**src/rtl/traffic_light_sequencer_if.sv**
```systemverilog
// -----------------------------------------------------------------------------
// traffic_light_sequencer_if
//   Bundles the board-facing signals of the traffic light sequencer.
//   button : pedestrian push-button, active-high, asynchronous to clk
//   led    : light bank [0] main red, [1] main yellow, [2] main green,
//            [3] side red, [4] side yellow, [5] side green, [6] WALK,
//            [7] request pending
//   master : the board/environment side (drives button, observes led)
//   slave  : the sequencer side (samples button, drives led)
// -----------------------------------------------------------------------------
interface traffic_light_sequencer_if;
    logic       button;
    logic [7:0] led;

    modport master (output button, input led);
    modport slave  (input button, output led);
endinterface

```
**src/rtl/traffic_light_sequencer.sv**
```systemverilog
// -----------------------------------------------------------------------------
// traffic_light_sequencer
//   Phase controller for a two-way intersection (main/side road) with a
//   pedestrian request. Every phase is timed in ticks of a clk prescaler;
//   the push-button is synchronised, edge-detected and latched as ped_req.
//
//   Ports
//     clk    in   rising-edge system clock
//     reset  in   asynchronous, active-high reset
//     io     slave modport of traffic_light_sequencer_if (button in, led out)
//
//   Phase order: MAIN_G -> MAIN_Y -> RED_A -> SIDE_G -> SIDE_Y -> RED_B ->
//   (WALK if a request is pending) -> MAIN_G. MAIN_G may end early on a tick
//   once T_MIN_G ticks have elapsed and a request is pending.
// -----------------------------------------------------------------------------
module traffic_light_sequencer #(
    parameter int unsigned CLK_DIV  = 100_000_000,
    parameter int unsigned T_MAIN_G = 20,
    parameter int unsigned T_MIN_G  = 5,
    parameter int unsigned T_SIDE_G = 10,
    parameter int unsigned T_YEL    = 3,
    parameter int unsigned T_ALLRED = 1,
    parameter int unsigned T_WALK   = 8
) (
    input  logic                       clk,
    input  logic                       reset,
    traffic_light_sequencer_if.slave   io
);

    typedef enum logic [2:0] {
        ST_MAIN_G = 3'd0,
        ST_MAIN_Y = 3'd1,
        ST_RED_A  = 3'd2,
        ST_SIDE_G = 3'd3,
        ST_SIDE_Y = 3'd4,
        ST_RED_B  = 3'd5,
        ST_WALK   = 3'd6
    } state_t;

    // Timer value at or below which enough main-green ticks have elapsed
    // for a pedestrian request to cut the phase short.
    localparam logic [31:0] EARLY_LIMIT = T_MAIN_G - T_MIN_G + 32'd1;
    localparam logic [31:0] TICK_LAST   = CLK_DIV - 32'd1;

    state_t      state_r;
    state_t      state_next_s;
    logic [31:0] presc_r;
    logic [31:0] timer_r;
    logic        sync1_r;
    logic        sync2_r;
    logic        sync3_r;
    logic        ped_req_r;
    logic        btn_rise_s;
    logic        tick_s;
    logic        expire_s;
    logic        state_change_s;
    logic        enter_walk_s;
    logic [6:0]  phase_led_s;

    // Phase duration in ticks, loaded into the timer on entry to a state.
    function automatic logic [31:0] phase_time(input state_t st);
        logic [31:0] t;
        case (st)
            ST_MAIN_G: t = T_MAIN_G;
            ST_MAIN_Y: t = T_YEL;
            ST_RED_A:  t = T_ALLRED;
            ST_SIDE_G: t = T_SIDE_G;
            ST_SIDE_Y: t = T_YEL;
            ST_RED_B:  t = T_ALLRED;
            ST_WALK:   t = T_WALK;
            default:   t = T_ALLRED;
        endcase
        return t;
    endfunction

    assign btn_rise_s     = sync2_r & ~sync3_r;
    assign tick_s         = (presc_r == TICK_LAST);
    assign expire_s       = tick_s && (timer_r == 32'd1);
    assign state_change_s = (state_next_s != state_r);
    assign enter_walk_s   = (state_next_s == ST_WALK) && (state_r != ST_WALK);

    // Two-flop synchroniser for the button plus the delayed copy used for edge detection.
    always_ff @(posedge clk or posedge reset) begin
        if (reset) begin
            sync1_r <= 1'b0;
            sync2_r <= 1'b0;
            sync3_r <= 1'b0;
        end else begin
            sync1_r <= io.button;
            sync2_r <= sync1_r;
            sync3_r <= sync2_r;
        end
    end

    // State register.
    always_ff @(posedge clk or posedge reset) begin
        if (reset) begin
            state_r <= ST_RED_B;
        end else begin
            state_r <= state_next_s;
        end
    end

    // Tick prescaler and phase timer; both restart whenever the state changes.
    always_ff @(posedge clk or posedge reset) begin
        if (reset) begin
            presc_r <= 32'd0;
            timer_r <= T_ALLRED;
        end else if (state_change_s) begin
            presc_r <= 32'd0;
            timer_r <= phase_time(state_next_s);
        end else if (tick_s) begin
            presc_r <= 32'd0;
            timer_r <= timer_r - 32'd1;
        end else begin
            presc_r <= presc_r + 32'd1;
        end
    end

    // Pedestrian request latch: clearing on WALK entry beats a same-cycle set,
    // and edges seen while already in WALK are dropped.
    always_ff @(posedge clk or posedge reset) begin
        if (reset) begin
            ped_req_r <= 1'b0;
        end else if (enter_walk_s) begin
            ped_req_r <= 1'b0;
        end else if (btn_rise_s && (state_r != ST_WALK)) begin
            ped_req_r <= 1'b1;
        end else begin
            ped_req_r <= ped_req_r;
        end
    end

    // Next-state logic; transitions happen only on the tick that ends a phase.
    always_comb begin
        state_next_s = state_r;
        case (state_r)
            ST_MAIN_G: begin
                if (expire_s || (tick_s && ped_req_r && (timer_r <= EARLY_LIMIT))) begin
                    state_next_s = ST_MAIN_Y;
                end else begin
                    state_next_s = ST_MAIN_G;
                end
            end
            ST_MAIN_Y: begin
                if (expire_s) begin
                    state_next_s = ST_RED_A;
                end else begin
                    state_next_s = ST_MAIN_Y;
                end
            end
            ST_RED_A: begin
                if (expire_s) begin
                    state_next_s = ST_SIDE_G;
                end else begin
                    state_next_s = ST_RED_A;
                end
            end
            ST_SIDE_G: begin
                if (expire_s) begin
                    state_next_s = ST_SIDE_Y;
                end else begin
                    state_next_s = ST_SIDE_G;
                end
            end
            ST_SIDE_Y: begin
                if (expire_s) begin
                    state_next_s = ST_RED_B;
                end else begin
                    state_next_s = ST_SIDE_Y;
                end
            end
            ST_RED_B: begin
                if (expire_s && ped_req_r) begin
                    state_next_s = ST_WALK;
                end else if (expire_s) begin
                    state_next_s = ST_MAIN_G;
                end else begin
                    state_next_s = ST_RED_B;
                end
            end
            ST_WALK: begin
                if (expire_s) begin
                    state_next_s = ST_MAIN_G;
                end else begin
                    state_next_s = ST_WALK;
                end
            end
            default: state_next_s = ST_RED_B;
        endcase
    end

    // LED decode of the registered state; an illegal state shows all-red.
    always_comb begin
        phase_led_s = 7'h09;
        case (state_r)
            ST_MAIN_G: phase_led_s = 7'h0C;
            ST_MAIN_Y: phase_led_s = 7'h0A;
            ST_RED_A:  phase_led_s = 7'h09;
            ST_SIDE_G: phase_led_s = 7'h21;
            ST_SIDE_Y: phase_led_s = 7'h11;
            ST_RED_B:  phase_led_s = 7'h09;
            ST_WALK:   phase_led_s = 7'h49;
            default:   phase_led_s = 7'h09;
        endcase
    end

    assign io.led = {ped_req_r, phase_led_s};

endmodule
```
**src/flat_wrapper.sv**
```systemverilog
// flat-port wrapper written by rule: the top's interface ports become plain ports
module traffic_light_sequencer_flat 
#(
    parameter int unsigned CLK_DIV  = 100_000_000,
    parameter int unsigned T_MAIN_G = 20,
    parameter int unsigned T_MIN_G  = 5,
    parameter int unsigned T_SIDE_G = 10,
    parameter int unsigned T_YEL    = 3,
    parameter int unsigned T_ALLRED = 1,
    parameter int unsigned T_WALK   = 8
)
  (clk, reset, io_button, io_led);
  traffic_light_sequencer_if io_i ();
  input  logic clk;
  input  logic reset;
  input wire logic [$bits(io_i.button)-1:0] io_button;
  output wire logic [$bits(io_i.led)-1:0] io_led;
  assign io_i.button = io_button;
  assign io_led = io_i.led;
  traffic_light_sequencer #(.CLK_DIV(CLK_DIV), .T_MAIN_G(T_MAIN_G), .T_MIN_G(T_MIN_G), .T_SIDE_G(T_SIDE_G), .T_YEL(T_YEL), .T_ALLRED(T_ALLRED), .T_WALK(T_WALK)) u_core (.clk(clk), .reset(reset), .io(io_i));
endmodule
```
**config.mk**
```make
export PLATFORM = sky130hd
export DESIGN_NAME = traffic_light_sequencer_flat
export DESIGN_NICKNAME = d
export VERILOG_FILES = /design/src/rtl/traffic_light_sequencer_if.sv /design/src/rtl/traffic_light_sequencer.sv /design/src/flat_wrapper.sv
export SDC_FILE = /design/constraint.sdc
export NUM_CORES = 1
export LEC_CHECK = 0
export ABC_AREA = 1
export BUFFER_PORTS_ARGS = -buffer_cell sky130_fd_sc_hd__buf_4
export CAP_MARGIN = 20
export CORE_MARGIN = 3
export CORE_UTILIZATION = 60
export CTS_CLUSTER_SIZE = 20
export DETAILED_ROUTE_END_ITERATION = 10
export PLACE_DENSITY = 0.77
export SETUP_SLACK_MARGIN = 0.2
export SLEW_MARGIN = 5
export SYNTH_ARGS = -nofsm -noshare
export SYNTH_HDL_FRONTEND = slang
export SYNTH_SLANG_ARGS = --single-unit
```
**constraint.sdc**
```tcl
create_clock -name clk -period 2.1 [get_ports clk]
set_input_delay 0.105 -clock clk [delete_from_list [all_inputs] [get_ports clk]]
set_output_delay 0.105 -clock clk [all_outputs]
set_load 0.02 [all_outputs]
```
==> run metrics, run 1 <==
Setup-failing EPs final 63; pre-CTS setup slack -0.101 ns; CTS H-tree depth 3; Setup Total Neg Slack -5.64 ns; Clock transition at path regs 0.08 ns; Synth cell types 40; CTS tree done; HPWL after DPL 6.97 mm; Vias/cell 5.60; CP startpoint kind register; Final Cycle Share 109%; HP Class input port to asynchronous set/reset pin; Worst path most repeated cell nand2_1; CP Cell Sequence nor2_1 -> nand2_1 -> nor2_1 -> nand2_2 -> nor2_4 -> nand2_4 -> o21ai_4 -> nand3_2 -> nand2_4 -> buf_4 -> nand4_1 -> nand2_1 -> nand2_1; Int Power 2.17 mW; GRT Util Overall 25.7%; Mapped Cells 549; Final Max Slew Viols 0; initial antenna violation count 0; combinational share of power approximately 1.4%; critical path type register to register; DRT Pass-1 Iters 5; Post-Layout Cell Count 732; die height around 90 µm; Synth Register Bits 71; P_leak ~2.9 nW; Seq/Total Area, Yosys 42.1%; global-route wire length before repair 17.1 mm; num rows 29; power per cell area 491 mW/mm²; f_max around 0.44 GHz; syn avg cell area 7.71 µm²; RSZ-0062 raised after global routing true; WP data arrival roughly 2.5 ns; delay-heaviest family, CP simple AND/OR/NAND/NOR gates; Reg-to-Reg End u_core.timer_r[1]; core area 0.00660 mm²; I/O pins 11; GPL Wtd Cong roughly 0.94; ANT nets after route 0; clock root cell clkbuf_8; Diodes inserted 0; Hold Violations, Final 0; Max Cap Viol 0; Worst path max stage delay 0.45 ns; Routed Wire Length 11.9 mm; CP required about 2.4 ns; clock power share approximately half; Setup crit end kind register; DRC viols 0; most common cell after layout, fill and taps aside nor2_1; Syn Std Cell Area roughly 0.0042 mm²; clk_skew 0.0105 ns; worst setup margin -0.181 ns; Worst Path Buf+Inv 1; Starting Density 64.1%; outcome finished with violations; clock period minus worst slack 2.28 ns; Congestion Overflow GR 0; clk sinks 71; clock tree buffer depth 2; Synth warnings 0; DIE AREA 0.00809 mm²; total vias in the final route 4,097; Port Buffers 10; FF-to-FF path depth 13; Area Overhead vs Synth 31.6%; Slowest cell on crit path dfrtp_1; Switch Pwr 565 µW; vias in the first global route approximately 3,800; R2R setup slack -0.18 ns; Syn Nets 556; maximum vdd drop ~0.00037 V; largest net degree at the start of global routing 36; filler instances 353; Worst-Margin Slew 0.405 ns; post-route cell area 0.00557 mm²; cts bufs inserted 9; share of layout cells above drive strength 1 approximately a third; CP max FO 7; sw frac 20.7%; most frequent cells in the layout nor2_1, nand2_1, buf_4; clock latency on the worst-skew pair 0.36 ns; placed insts roughly 690; Die Wd roughly 90 µm; slew margin rel. 72.9%; placed cell area between 0.004 and 0.005 mm²; reg-to-reg startpoint u_core.timer_r[17]; failing checks negative setup slack; nets@finish 641; part of the power in registers 50.2%; WL per Instance about 16 µm; initial DRC count 356
==> flip-flops by register name, indices dropped and copies added (netlist names) <==
signal and cells:
u_core.ped_req_r 1, u_core.presc_r 32, u_core.state_r 3, u_core.sync1_r 1, u_core.sync2_r 1, u_core.sync3_r 1, u_core.timer_r 32
==> power by group through the flow <==
stage / Clock (mW) / Sequential (mW) / Combinational [mW]
after floorplan: 0 / 1.40 / 0.0206
after global placement: 0 / 1.40 / 0.0366
after detailed placement: 0 / 1.40 / 0.0374
after CTS: 1.33 / 1.37 / 0.0407
after global routing: 1.40 / 1.37 / 0.0448
final: 1.32 / 1.37 / 0.0388
==> how the worst max path moves through the flow <==
stage	start	end	slack [ns]	depth (start not counted)
after floorplan	u_core.state_r[0]	u_core.timer_r[2]	0.19	13
final	u_core.timer_r[17]	u_core.timer_r[1]	-0.18	13
after global routing	u_core.timer_r[17]	u_core.timer_r[0]	-0.28	12
after detailed placement	u_core.presc_r[0]	u_core.timer_r[1]	-0.10	14
after global placement	u_core.timer_r[0]	u_core.timer_r[1]	0.05	14
after CTS	u_core.timer_r[0]	u_core.timer_r[2]	0.01	15
==> worst min-delay path: cells and delay by family <==
family | cells | cell delay, ns
buf+inv | 3 | 0.97
==> layout make-up <==
type	instances	area, µm²	share of cell area, %
multi-input combinational	391	2430	43.7
sequential	71	1780	32.0
timing repair buffer	84	707	12.7
inverter	77	292	5.24
clock buffer	10	128	2.29
tap	93	116	2.09
clock inverter	6	109	1.96
==> timing repair <==
action,CTS,global route
resized for setup,27,79
hold endpoints to repair,17,0
cloned,0,0
endpoints found under the setup margin,66,66
hold buffers,2,0
pin swaps,13,22
setup buffers,9,18
==> kinds of logic after synthesis <==
family,after synthesis,synth area share [%]
xor gates and xnor gates,50,10.4
and+or+nand+nor,307,33.8
adders and majority gates,4,1.18
AOI/OAI and AO/OA,28,3.70
buffers and inverters,87,8.40
DFF,71,42.1
muxes,2,0.473
==> synth_stat cells (all sizes together) <==
library cell,n,area share (%)
clkbuf,1,0.089
mux2i,2,0.47
inv,77,6.8
o21a,1,0.18
o21ai,12,1.5
nand2,95,8.8
nand3b,1,0.18
xnor2,18,3.7
nand4,17,2.7
nor4,4,1.1
or2,1,0.15
nor3b,1,0.18
nor3,16,2.2
nor2,144,15
xor2,32,6.6
buf,9,1.5
o31ai,1,0.18
nor2b,1,0.15
a21oi,14,1.8
ha,4,1.2
nand3,27,3.6
dfstp,3,1.9
dfrtp,68,40
==> routing by layer <==
| metal | global-route usage [%] | up-vias | wire length (µm) |
|---|---|---|---|
| li1 | - | 1874 | - |
| met1 | 31.0 | 1971 | 4730 |
| met2 | 44.7 | 184 | 5920 |
| met3 | 5.59 | 68 | 665 |
| met4 | 10.3 | 0 | 586 |
| met5 | 0 | - | 0 |
==> per-stage QoR <==
| step | power, mW | utilization, % | hold WS [ns] |
|---|---|---|---|
| finish | 2.73 | 84.3 | 0.296 |
| global route | 2.82 | 84.3 | 0.307 |
| CTS | 2.74 | 77.9 | 0.299 |
| detailed placement | 1.43 | 71.8 | 0.123 |
| global placement | 1.43 | 71.8 | 0.116 |
| floorplan | 1.42 | - | 0.136 |
(Power assumes the default switching activity.)
==> run 2: changes to the inputs <==
--- a/config.mk
+++ b/config.mk
@@ -8,6 +8,7 @@
 export ABC_AREA = 1
 export BUFFER_PORTS_ARGS = -buffer_cell sky130_fd_sc_hd__buf_4
 export CAP_MARGIN = 20
+export CORE_ASPECT_RATIO = 0.9
 export CORE_MARGIN = 3
 export CORE_UTILIZATION = 60
 export CTS_CLUSTER_SIZE = 20
==> run metrics, run 2 (synthesized netlist as in run 1, its figures left out) <==
Final Util 86.7%; WL per Instance 17.5 µm; filler instances 307; initial antenna violation count 0; CP required 2.34 ns; Largest regs u_core.presc_r x32, u_core.timer_r x32, u_core.state_r x3; f_max 0.434 GHz; DRC viols 0; reg-to-reg startpoint u_core.presc_r[4]; met1 Use GR 35.2%; cts bufs inserted 9; clock latency on the worst-skew pair approximately 0.36 ns; Setup-failing EPs final 64; ANT nets after route 0; M3 GR Usage 5.79%; clk sinks 71; Worst Hold Launch u_core.sync1_r; initial DRC count 311; Starting Density 63.2%; GRT Util Overall between 20% and 30%; I/O pins 11; HP Class register to register; Diodes inserted 0; clock period minus worst slack 2.30 ns; Routed Wire Length 13.1 mm; worst setup margin -0.204 ns; pre-CTS setup slack -0.0787 ns; Worst-Margin Slew 0.643 ns; sw frac 22.9%; placed insts 690; post-route cell area 0.00580 mm²; Worst Setup SP u_core.presc_r[4]; clock power share 41.9%; most common cell after layout, fill and taps aside buf_4; clock root cell clkbuf_8; vias in the first global route between 3,000 and 4,000; Setup Total Neg Slack -7.43 ns; part of the power in registers 56.6%; most frequent cells in the layout buf_4, nor2_1, nand2_1; Vias/cell 5.64; die height about 86 µm; placed cell area 0.00479 mm²; DIE AREA a little over 0.008 mm²; num rows 28; slew margin rel. around 57%; Int Power 1.87 mW; Worst path most repeated cell nand2_1; nets@finish 664; CTS tree done; WP data arrival about 2.6 ns; DRT Pass-1 Iters 7; Port Buffers 10; HPWL after DPL slightly above 7 mm; Congestion Overflow GR 0; core area about 0.0067 mm²; CP Cell Sequence nand2_1 -> inv_2 -> nand2_1 -> nor2_4 -> inv_4 -> nor2_8 -> buf_6 -> nand2_1 -> o21ai_1 -> inv_1 -> nand2_4 -> buf_4 -> buf_12 -> o21ai_1 -> nand2_2 -> nand2_1; GR peak layer met2; largest net degree at the start of global routing 31; Worst path max stage delay 0.43 ns; total power 2.42 mW; Clock transition at path regs 0.08 ns; CP startpoint kind register; failing checks negative setup slack; CP max FO 11; Final Max Slew Viols 0; power per cell area about 420 mW/mm²; Switch Pwr 554 µW; Slowest cell on crit path dfrtp_1; Max Cap Viol 0; combinational share of power roughly 1.6%; P_leak 2.96 nW; Setup crit end kind register; M2 GR Usage between 40% and 50%; maximum vdd drop between 0.0003 and 0.0004 V; critical path type register to register; Final Cycle Share 110%; clk_skew between 0.01 and 0.015 ns; outcome finished with violations; Area Overhead vs Synth 37.2%; global-route wire length before repair 17.9 mm; Die Wd about 95 µm; hold slack 0.371 ns; RSZ-0062 raised after global routing true; Post-Layout Cell Count 752; GPL Wtd Cong 0.956; CTS H-tree depth 3; total vias in the final route 4,240; share of layout cells above drive strength 1 37.9%; clock tree buffer depth 2; Hold Violations, Final 0
## run 2: layer usage
metal / up-vias / share of wire, % / routed length, µm
met5: - / 0 / 0
met1: 2035 / 38 / 5040
met2: 231 / 51 / 6750
li1: 1927 / - / -
met3: 47 / 7.1 / 935
met4: 0 / 3.1 / 413
## run 2: power by group through the flow
stage / Sequential, mW / Combinational (mW) / Clock [mW]
after global routing: 1.37 / 0.0437 / 1.09
final: 1.37 / 0.0386 / 1.01
after CTS: 1.37 / 0.0398 / 1.02
after global placement: 1.40 / 0.0357 / 0
after floorplan: 1.40 / 0.0206 / 0
after detailed placement: 1.40 / 0.0369 / 0
## run 2: cell type report
type / instances / area, µm² / share of cell area, %
multi-input combinational: 391 / 2500 / 43.2
sequential: 71 / 1780 / 30.7
timing repair buffer: 107 / 927 / 16.0
inverter: 77 / 299 / 5.15
clock buffer: 13 / 159 / 2.74
tap: 90 / 113 / 1.94
clock inverter: 3 / 17.5 / 0.302
## run 2: timing repair
item,in CTS,in global routing
buffers inserted,20,22
resized for setup,36,95
setup endpoints to repair,66,66
cloned,1,1
pin swaps,20,34
endpoints found under the hold margin,28,0
hold buffers,2,0
## run 2: path summary, 6_finish.rpt
check / endpoint / slack [ns] / cells after the start
max: u_core.timer_r[2] / -0.20 / 16
min: u_core.sync2_r / 0.37 / 0
max reg2reg: u_core.timer_r[2] / -0.20 / 16
min reg2reg: u_core.sync2_r / 0.37 / 0
max in group asynchronous: u_core.state_r[2] / 0.92 / 4
min in group asynchronous: u_core.presc_r[29] / 0.40 / 3
## run 2: worst max-delay path, delay by kind of cell (launching register included)
family          cells  cell delay (ns)
compound gates      2             0.20
buf+inv             6             0.66
flops               1             0.43
simple gates        8             0.88
